<file path="config.mk">
export PLATFORM = sky130hd
export DESIGN_NAME = bubble_round_ctrl
export DESIGN_NICKNAME = d
export VERILOG_FILES = /design/src/rtl/bubble_round_ctrl.sv
export SDC_FILE = /design/constraint.sdc
export NUM_CORES = 1
export LEC_CHECK = 0
export CAP_MARGIN = 20
export CORE_MARGIN = 2
export CORE_UTILIZATION = 65
export CTS_CLUSTER_SIZE = 12
export DETAILED_ROUTE_END_ITERATION = 7
export DONT_BUFFER_PORTS = 1
export PLACE_DENSITY_LB_ADDON = 0.3
export SLEW_MARGIN = 0
export SYNTH_ARGS = -nofsm -noshare
export SYNTH_HDL_FRONTEND = slang
export SYNTH_SLANG_ARGS = --single-unit
</file>
<file path="constraint.sdc">
create_clock -name clk -period 11 [get_ports clk]
set_input_delay 0.55 -clock clk [delete_from_list [all_inputs] [get_ports clk]]
set_output_delay 0.55 -clock clk [all_outputs]
set_load 0.005 [all_outputs]
</file>
<file path="src/rtl/bubble_round_ctrl.sv">
// Round sequencer for the bubble game: arbitrates fall ticks against joystick
// shots, drives the bubble manager and tracks score and level.
module bubble_round_ctrl #(
  parameter int unsigned TICK_BASE      = 32'd50000000,
  parameter int unsigned TICK_STEP      = 32'd5000000,
  parameter int unsigned TICK_MIN       = 32'd10000000,
  parameter int unsigned POPS_PER_LEVEL = 32'd8,
  parameter int unsigned LEVEL_W        = 32'd3,
  parameter int unsigned SCORE_W        = 32'd14,
  parameter int unsigned POP_TIMEOUT    = 32'd16
) (
  input  logic               clk,
  input  logic               rst,
  input  logic               start_btn,
  input  logic               shoot_req,
  input  logic [2:0]         shoot_pos,
  input  logic               bubble_full,
  input  logic               pop_done,
  input  logic [3:0]         pop_count,
  output logic               mgr_en,
  output logic               fall_tick,
  output logic               pop_req,
  output logic [2:0]         pop_pos,
  output logic [1:0]         state,
  output logic [LEVEL_W-1:0] level,
  output logic [SCORE_W-1:0] score,
  output logic               game_over
);

  typedef enum logic [1:0] {
    ST_IDLE = 2'd0,
    ST_PLAY = 2'd1,
    ST_POP  = 2'd2,
    ST_OVER = 2'd3
  } state_t;

  localparam int unsigned CNT_W = $clog2(TICK_BASE + 32'd1);
  localparam int unsigned TO_W  = $clog2(POP_TIMEOUT + 32'd1);
  localparam int unsigned ACC_W = 32'd16;

  localparam logic [CNT_W-1:0]   CNT_ONE   = CNT_W'(32'd1);
  localparam logic [TO_W-1:0]    TO_ONE    = TO_W'(32'd1);
  localparam logic [TO_W-1:0]    TO_LAST   = TO_W'(POP_TIMEOUT - 32'd1);
  localparam logic [ACC_W-1:0]   ACC_STEP  = ACC_W'(POPS_PER_LEVEL);
  localparam logic [LEVEL_W-1:0] LEVEL_ONE = LEVEL_W'(32'd1);
  localparam logic [LEVEL_W-1:0] LEVEL_MAX = {LEVEL_W{1'b1}};
  localparam logic [SCORE_W-1:0] SCORE_MAX = {SCORE_W{1'b1}};

  // Last counter value of a fall period at the given level (period minus one).
  function automatic logic [CNT_W-1:0] tick_limit(input logic [LEVEL_W-1:0] lvl);
    logic [31:0] drop_v;
    logic [31:0] period_v;
    drop_v = 32'(lvl) * TICK_STEP;
    if (drop_v + TICK_MIN >= TICK_BASE) begin
      period_v = TICK_MIN;
    end else begin
      period_v = TICK_BASE - drop_v;
    end
    return CNT_W'(period_v - 32'd1);
  endfunction

  state_t             state_r;
  logic [CNT_W-1:0]   cnt_r;
  logic [CNT_W-1:0]   lim_r;
  logic [TO_W-1:0]    to_cnt_r;
  logic [ACC_W-1:0]   acc_r;
  logic               pend_r;
  logic [2:0]         pend_pos_r;
  logic               mgr_en_r;
  logic               fall_tick_r;
  logic               pop_req_r;
  logic [2:0]         pop_pos_r;
  logic [LEVEL_W-1:0] level_r;
  logic [SCORE_W-1:0] score_r;
  logic               game_over_r;

  logic               tick_due_s;
  logic [SCORE_W:0]   score_sum_s;
  logic [SCORE_W-1:0] score_next_s;
  logic [ACC_W-1:0]   acc_sum_s;
  logic [ACC_W-1:0]   acc_next_s;
  logic [LEVEL_W-1:0] level_next_s;

  // Tick detection and the score/level/accumulator update applied on pop_done.
  always_comb begin
    tick_due_s   = (cnt_r == lim_r);
    score_sum_s  = {1'b0, score_r} + {{(SCORE_W-3){1'b0}}, pop_count};
    acc_sum_s    = acc_r + {{(ACC_W-4){1'b0}}, pop_count};
    score_next_s = score_r;
    acc_next_s   = acc_sum_s;
    level_next_s = level_r;
    if (score_sum_s[SCORE_W]) begin
      score_next_s = SCORE_MAX;
    end else begin
      score_next_s = score_sum_s[SCORE_W-1:0];
    end
    if (acc_sum_s >= ACC_STEP) begin
      acc_next_s = acc_sum_s - ACC_STEP;
      if (level_r == LEVEL_MAX) begin
        level_next_s = level_r;
      end else begin
        level_next_s = level_r + LEVEL_ONE;
      end
    end else begin
      acc_next_s   = acc_sum_s;
      level_next_s = level_r;
    end
  end

  // Round FSM with all outputs registered alongside the state.
  always_ff @(posedge clk) begin
    if (rst) begin
      state_r     <= ST_IDLE;
      cnt_r       <= '0;
      lim_r       <= '0;
      to_cnt_r    <= '0;
      acc_r       <= '0;
      pend_r      <= 1'b0;
      pend_pos_r  <= 3'd0;
      mgr_en_r    <= 1'b0;
      fall_tick_r <= 1'b0;
      pop_req_r   <= 1'b0;
      pop_pos_r   <= 3'd0;
      level_r     <= '0;
      score_r     <= '0;
      game_over_r <= 1'b0;
    end else begin
      fall_tick_r <= 1'b0;
      pop_req_r   <= 1'b0;
      case (state_r)
        ST_IDLE, ST_OVER: begin
          if (start_btn) begin
            state_r     <= ST_PLAY;
            score_r     <= '0;
            level_r     <= '0;
            acc_r       <= '0;
            cnt_r       <= '0;
            lim_r       <= tick_limit('0);
            pend_r      <= 1'b0;
            mgr_en_r    <= 1'b1;
            game_over_r <= 1'b0;
          end
        end
        ST_PLAY: begin
          if (bubble_full) begin
            state_r     <= ST_OVER;
            pend_r      <= 1'b0;
            mgr_en_r    <= 1'b0;
            game_over_r <= 1'b1;
          end else if (tick_due_s) begin
            // A shot colliding with the tick is parked and issued next cycle.
            fall_tick_r <= 1'b1;
            cnt_r       <= '0;
            lim_r       <= tick_limit(level_r);
            if (shoot_req) begin
              pend_r     <= 1'b1;
              pend_pos_r <= shoot_pos;
            end
          end else begin
            cnt_r <= cnt_r + CNT_ONE;
            if (shoot_req || pend_r) begin
              pop_pos_r <= shoot_req ? shoot_pos : pend_pos_r;
              pop_req_r <= 1'b1;
              pend_r    <= 1'b0;
              to_cnt_r  <= '0;
              state_r   <= ST_POP;
            end
          end
        end
        ST_POP: begin
          if (pop_done) begin
            score_r <= score_next_s;
            acc_r   <= acc_next_s;
            level_r <= level_next_s;
            state_r <= ST_PLAY;
          end else if (to_cnt_r == TO_LAST) begin
            state_r <= ST_PLAY;
          end else begin
            to_cnt_r <= to_cnt_r + TO_ONE;
          end
        end
        default: begin
          state_r     <= ST_IDLE;
          mgr_en_r    <= 1'b0;
          game_over_r <= 1'b0;
        end
      endcase
    end
  end

  assign mgr_en    = mgr_en_r;
  assign fall_tick = fall_tick_r;
  assign pop_req   = pop_req_r;
  assign pop_pos   = pop_pos_r;
  assign state     = state_r;
  assign level     = level_r;
  assign score     = score_r;
  assign game_over = game_over_r;

endmodule
</file>
# Word-level counts from Yosys, hierarchy flattened
# Cells that the tools add are included.
[op_classes]
add_sub_neg = 9
n_mul = 1
div_mod_pow = 0
magnitude_cmp = 2
eq_ne = 22
shift = 0
mux = 53
bitwise = 3
reduce_logical = 18
[ops]
columns = ["operator", "count"]
rows = [
  ["two-way mux 26 bit", 11],
  ["one-hot mux 26 bit (2 select lines)", 2],
  ["two-way mux 16 bit", 3],
  ["two-way mux 14 bit", 3],
  ["one-hot mux 16 bit (2 select lines)", 1],
  ["one-hot mux 14 bit (2 select lines)", 1],
  ["adder 26 x 24 -> 27 bit, second input constant", 1],
  ["greater-or-equal comparator 27 x 26 -> 1 bit, second input constant", 1],
  ["adder 26 x 1 -> 26 bit, second input constant", 1],
  ["equality test 26 bit", 1],
  ["subtractor 26 x 1 -> 26 bit, second input constant", 1],
  ["subtractor 26 bit, first input constant", 1],
  ["two-way mux 5 bit", 5],
  ["inequality test 2 bit, second input constant", 11],
  ["multiplier 3 x 17 -> 20 bit, second input constant", 1],
  ["adder 16 x 4 -> 16 bit", 1],
  ["greater-or-equal comparator 16 x 4 -> 1 bit, second input constant", 1],
  ["AND reduction 4 bit", 4],
  ["subtractor 16 x 4 -> 16 bit, second input constant", 1],
  ["adder 14 x 4 -> 15 bit", 1],
  ["two-way mux 3 bit", 5],
  ["two-way mux 2 bit", 6],
  ["AND reduction 3 bit", 4],
  ["two-way mux 1 bit", 10],
  ["21 further kinds", 31],
]
[word_totals]
reg_bits = 103
latch_bits = 0
ram_bits = 0
romBits = 0
input_bits = 13
elab_cells = 122
mem_count = 0

# Logic depth before layout (Yosys ltp)
[depth]
word_depth = 12
mapped_depth = 28

# Worst setup path after synthesis
# Ideal clock, no wire load.
[synth_timing]
path_type = "register to register"
from = "register level_r[1], in the netlist level[1]"
to = "register lim_r[24]"
setup_time_ns = 0.117
arrival_ns = 6.202
required_ns = 10.883
path_slack_ns = 4.681
stages_incl_launch_ff = 26
synth_period_minus_slack_ns = 6.319
cell_sequence = "dfxtp_1 > buf_6 > inv_1 > ha_1 > buf_4 > clkbuf_1 > nand2_1 > fa_1 > o41a_1 > buf_2 > nor4_4 > nor2_2 > a211o_1 > xnor2_1 > a221oi_2 > nand2_2 > nand2_1 > ha_1 > o311ai_2 > or3_1 > o32ai_2 > nand4b_2 > nor4b_2 > nand3_1 > xnor2_1 > a32o_1"
[synth_between]
elab_chain_len = 12
elab_cells_between_ends = 13
classes_between = "add/sub (3); mul (1); order compare (1); mux (8)"
[synth_rtl]
columns = ["item", "line", "text"]
rows = [
  ["from (decl)", "73", "logic [LEVEL_W-1:0] level_r;"],
  ["from (signal assigned)", "174", "level_r <= level_next_s;"],
  ["multiplier 3 x 17 -> 20 bit *", "53", "drop_v = 32'(lvl) * TICK_STEP;"],
  ["adder 26 x 24 -> 27 bit", "54", "if (drop_v + TICK_MIN >= TICK_BASE) begin"],
  ["greater-or-equal comparator 27 x 26 -> 1 bit", "54", ""],
  ["two-way mux 26 bit *", "54", ""],
  ["two-way mux 26 bit *", "150", "end else if (tick_due_s) begin"],
  ["two-way mux 26 bit *", "145", "if (bubble_full) begin"],
  ["two-way mux 26 bit *", "130", "case (state_r)"],
  ["two-way mux 26 bit *", "112", "if (rst) begin"],
  ["subtractor 26 x 1 -> 26 bit *", "59", "return CNT_W'(period_v - 32'd1);"],
  ["two-way mux 26 bit *", "150", ""],
  ["two-way mux 26 bit *", "145", ""],
  ["one-hot mux 26 bit (2 select lines) *", "130", ""],
  ["to (signal assigned)", "138", "lim_r <= tick_limit('0);"],
  ["to (signal assigned)", "154", "lim_r <= tick_limit(level_r);"],
  ["to (decl)", "64", "logic [CNT_W-1:0] lim_r;"],
]
# Every way passes the cells marked *; elsewhere a longest branch is shown, timed or not. The select of a mux whose other input is x is not followed.
# A chain may end at the register's enable or synchronous reset.

# Worst setup path in the final report
# Same ends and word-level chain as after synthesis.

==> results.txt <==
peak fanout along the critical path - 18
DR WL met2 - 9.503 mm
Synthesis Warnings - 0
antenna violations before repair - 0
RSZ-0062 raised after global routing - false
Worst setup EP type - register
DR DRC count - 0
Starting DRT DRC Count - 653
Fmax - 127.7 MHz
Seq cells post-synth - 98
wire per inst - 18.55 um
routed vias/inst - 6.720
Switch Pwr - 0.3718 mW
post-CTS setup buffers - 0
slack of the critical path - 3168 ps
FP Rows - 40
CTS root buf - clkbuf_16
WL met1 - 9.346 mm
Congestion Overflow GR - 0
FFs w/ async S/R, synth - 0
post-CTS sizing - 0
Syn Inst Count - 1015
Die Ht - 114.4 um
R2R Path Start - level[1]$_SDFFE_PP0P_
drt pass-1 iters - 5
dpl cell area - 0.007844 mm^2
Switching Fraction - 0.3535
status - complete, no violations
H-tree depth - 3
total die area - 0.01309 mm^2
area grow syn2layout - 2.827%
sequential share of power - 0.386
Setup TNS Final - 0 ps
Leakage - 2.941 nW
gr usage total - 0.3207
highest metal used - met4
R2R cell count - 22
total chip power - 1.052 mW
CTS tree - done
setup violators final - 0
DP HPWL - 15.55 mm
Starting Density - 0.6622
die width - 114.4 um
hold buffers post-CTS - 0
CP endpoint - lim_r[24]$_SDFFE_PP0P_
vias in the first global route - 6877
Worst Setup Start Kind - register
final instance area - 0.008145 mm^2
HP Class - input port to register
fin crit period - 7832 ps
clk_lat worst skew - 350 ps
EDFF count, synth - 0
filler instances - 983
WP data required - 11250 ps
Logic pwr share - 0.307
R2R Setup Slk - 3170 ps
IO Port Bufs - 0
net count after synthesis - 1067
Inserted Diodes - 0
Worst Path Arrival - 8080 ps
# IOs - 39
Slew headroom - 0.3280
crit path cell chain - inv_1 > ha_1 > nand2_1 > fa_1 > o41a_1 > a211oi_1 > nand4_1 > o211ai_1 > o2bb2ai_1 > o41a_1 > o21a_1 > nor2_1 > nor2_1 > ha_1 > o311ai_2 > or3_1 > o32ai_2 > nand4b_2 > nor4b_2 > nand3_1 > xnor2_1 > a32o_1
wirelength, routed - 20.82 mm
crit share post-route - 0.7120
part of the power in the clock network - 0.307
Reg2Reg Capture Point - lim_r[24]$_SDFFE_PP0P_
Final Wtd Congestion - 1.011
core area - 0.01196 mm^2
Worst Setup Path Type - register to register
Worst-path clk slew - 70 ps
DP Worst Slack - 3285 ps
CP delay by family, top - compound AO/OA/AOI/OAI gates
antenna viol nets, final - 0
Internal - 0.6800 mW
Layout Skew - 6.195 ps
max-cap violations - 0
clock tree buffer depth - 2
WL met3 - 1.448 mm
vias - 7540
Hold Vio Cnt, Final - 0
Worst Tran Pin Value - 1000 ps
maximum vdd drop - 0.09717 mV
CP bufs+invs - 1
Total Nets Final - 1023
Post-synth top flop - dfxtp_1
first-pass GRT wire length - 34.17 mm
Mapped Area - 0.007921 mm^2
Seq/Total Area, Yosys - 0.2477
largest net degree at the start of global routing - 66
Netlist cell types - 94
PD cells - 129.1 mW/mm^2
CTS sink count - 98
Synth Area per Inst - 7.804 um^2
CTS Buf Count - 9
layout cells sized above 1 - 0.05949
critical path startpoint - level[1]$_SDFFE_PP0P_
slowest CP cell - dfxtp_1
Critical Path Max Stage Delay - 830 ps
Slew Limit Fails - 0
critical path depth in cells - 22
## worst min path at each step
stage | startpoint | slack, ps | to | cells past startpoint
after CTS | rst | 260 | score[0]$_SDFFE_PP0P_ | 1
after floorplan | acc_r[2]$_SDFFE_PP0P_ | 440 | acc_r[2]$_SDFFE_PP0P_ | 2
final | rst | 260 | acc_r[2]$_SDFFE_PP0P_ | 1
after detailed placement | acc_r[2]$_SDFFE_PP0P_ | 450 | acc_r[2]$_SDFFE_PP0P_ | 2
after global placement | acc_r[2]$_SDFFE_PP0P_ | 440 | acc_r[2]$_SDFFE_PP0P_ | 2
after global routing | rst | 250 | score[0]$_SDFFE_PP0P_ | 1
## state kept, by name, summed over array words and instances, names as in the netlist
name,flops
state,2
pend_pos_r,3
to_cnt_r,5
pend_r,1
lim_r,21
acc_r,16
score,14
fall_tick,1
mgr_en,1
cnt_r,26
pop_pos,3
game_over,1
level,3
pop_req,1
## stage by stage
step / utilization / instances / hold slack, ps
after detailed placement: 0.6558 / 1107 / 450.6
after global routing: 0.6810 / 1122 / 254.6
after global placement: 0.6558 / 1107 / 444.5
after floorplan: - / 1015 / 435.6
after CTS: 0.6810 / 1122 / 258.6
final: 0.6810 / 1122 / 265.0
## final cells by class
class / instances / area [um^2] / share of cell area
multi-input cells: 820 / 5522 / 0.6779
clock buffers: 10 / 239.0 / 0.02934
well taps: 147 / 183.9 / 0.02258
inverters: 37 / 138.9 / 0.01705
flip-flops and latches: 98 / 1962 / 0.2409
repair buffers: 5 / 37.54 / 0.004608
clock inverters: 5 / 62.56 / 0.007680
## power by group through the flow
stage                     Combinational (mW)  Clock (mW)  Sequential, mW
final                                  0.323       0.323           0.406
after CTS                              0.320       0.326           0.406
after detailed placement               0.317           0           0.414
after floorplan                        0.256           0           0.408
after global placement                 0.315           0           0.413
after global routing                   0.362       0.339           0.409
## cells in the final DEF (no fill, tap or decap), types with 15 or more instances in the layout
cell / instances
nor3_1: 30
xor2_1: 23
dfxtp_1: 98
ha_1: 34
nor2_1: 121
inv_1: 35
o21ai_0: 53
and3_1: 17
a211oi_1: 16
nand3_1: 39
xnor2_1: 59
nand2_1: 74
or3_1: 15
a21oi_1: 77
nand4_1: 23
## Yosys cell counts (23+ instances only)
| cell | number | area share |
|---|---|---|
| a21oi_1 | 77 | 0.049 |
| clkbuf_1 | 38 | 0.018 |
| dfxtp_1 | 98 | 0.25 |
| ha_1 | 34 | 0.054 |
| inv_1 | 35 | 0.017 |
| nand2_1 | 74 | 0.035 |
| nand3_1 | 39 | 0.025 |
| nand4_1 | 23 | 0.018 |
| nor2_1 | 121 | 0.057 |
| nor3_1 | 30 | 0.019 |
| o21ai_0 | 53 | 0.033 |
| xnor2_1 | 59 | 0.065 |
| xor2_1 | 23 | 0.025 |
## routing by layer
layer	vias to the layer above	GRT usage
met5	-	0
met4	0	0.1024
met3	44	0.05982
met2	350	0.5037
met1	3501	0.4452
li1	3645	-
## worst reg2reg max path, cell delays in order (launching register included)
cell and delay (ps):
dfxtp_1 830, inv_1 410, ha_1 830, nand2_1 150
fa_1 540, o41a_1 670, a211oi_1 580, nand4_1 200
o211ai_1 260, o2bb2ai_1 200, o41a_1 260, o21a_1 350
nor2_1 120, nor2_1 120, ha_1 310, o311ai_2 230
or3_1 390, o32ai_2 190, nand4b_2 200, nor4b_2 370
nand3_1 140, xnor2_1 150, a32o_1 250
## cells by family after synthesis
kind of cell / Yosys count / share of synthesized area
flip-flops: 98 / 0.2477
adder cells (fa/ha/maj): 39 / 0.06634
buffers and inverters: 97 / 0.05528
XOR/XNOR: 85 / 0.09920
AO/OA/AOI/OAI: 293 / 0.2662
AND/OR/NAND/NOR: 385 / 0.2417
multiplexers: 18 / 0.02369
Power figures use the tool's default switching activity.
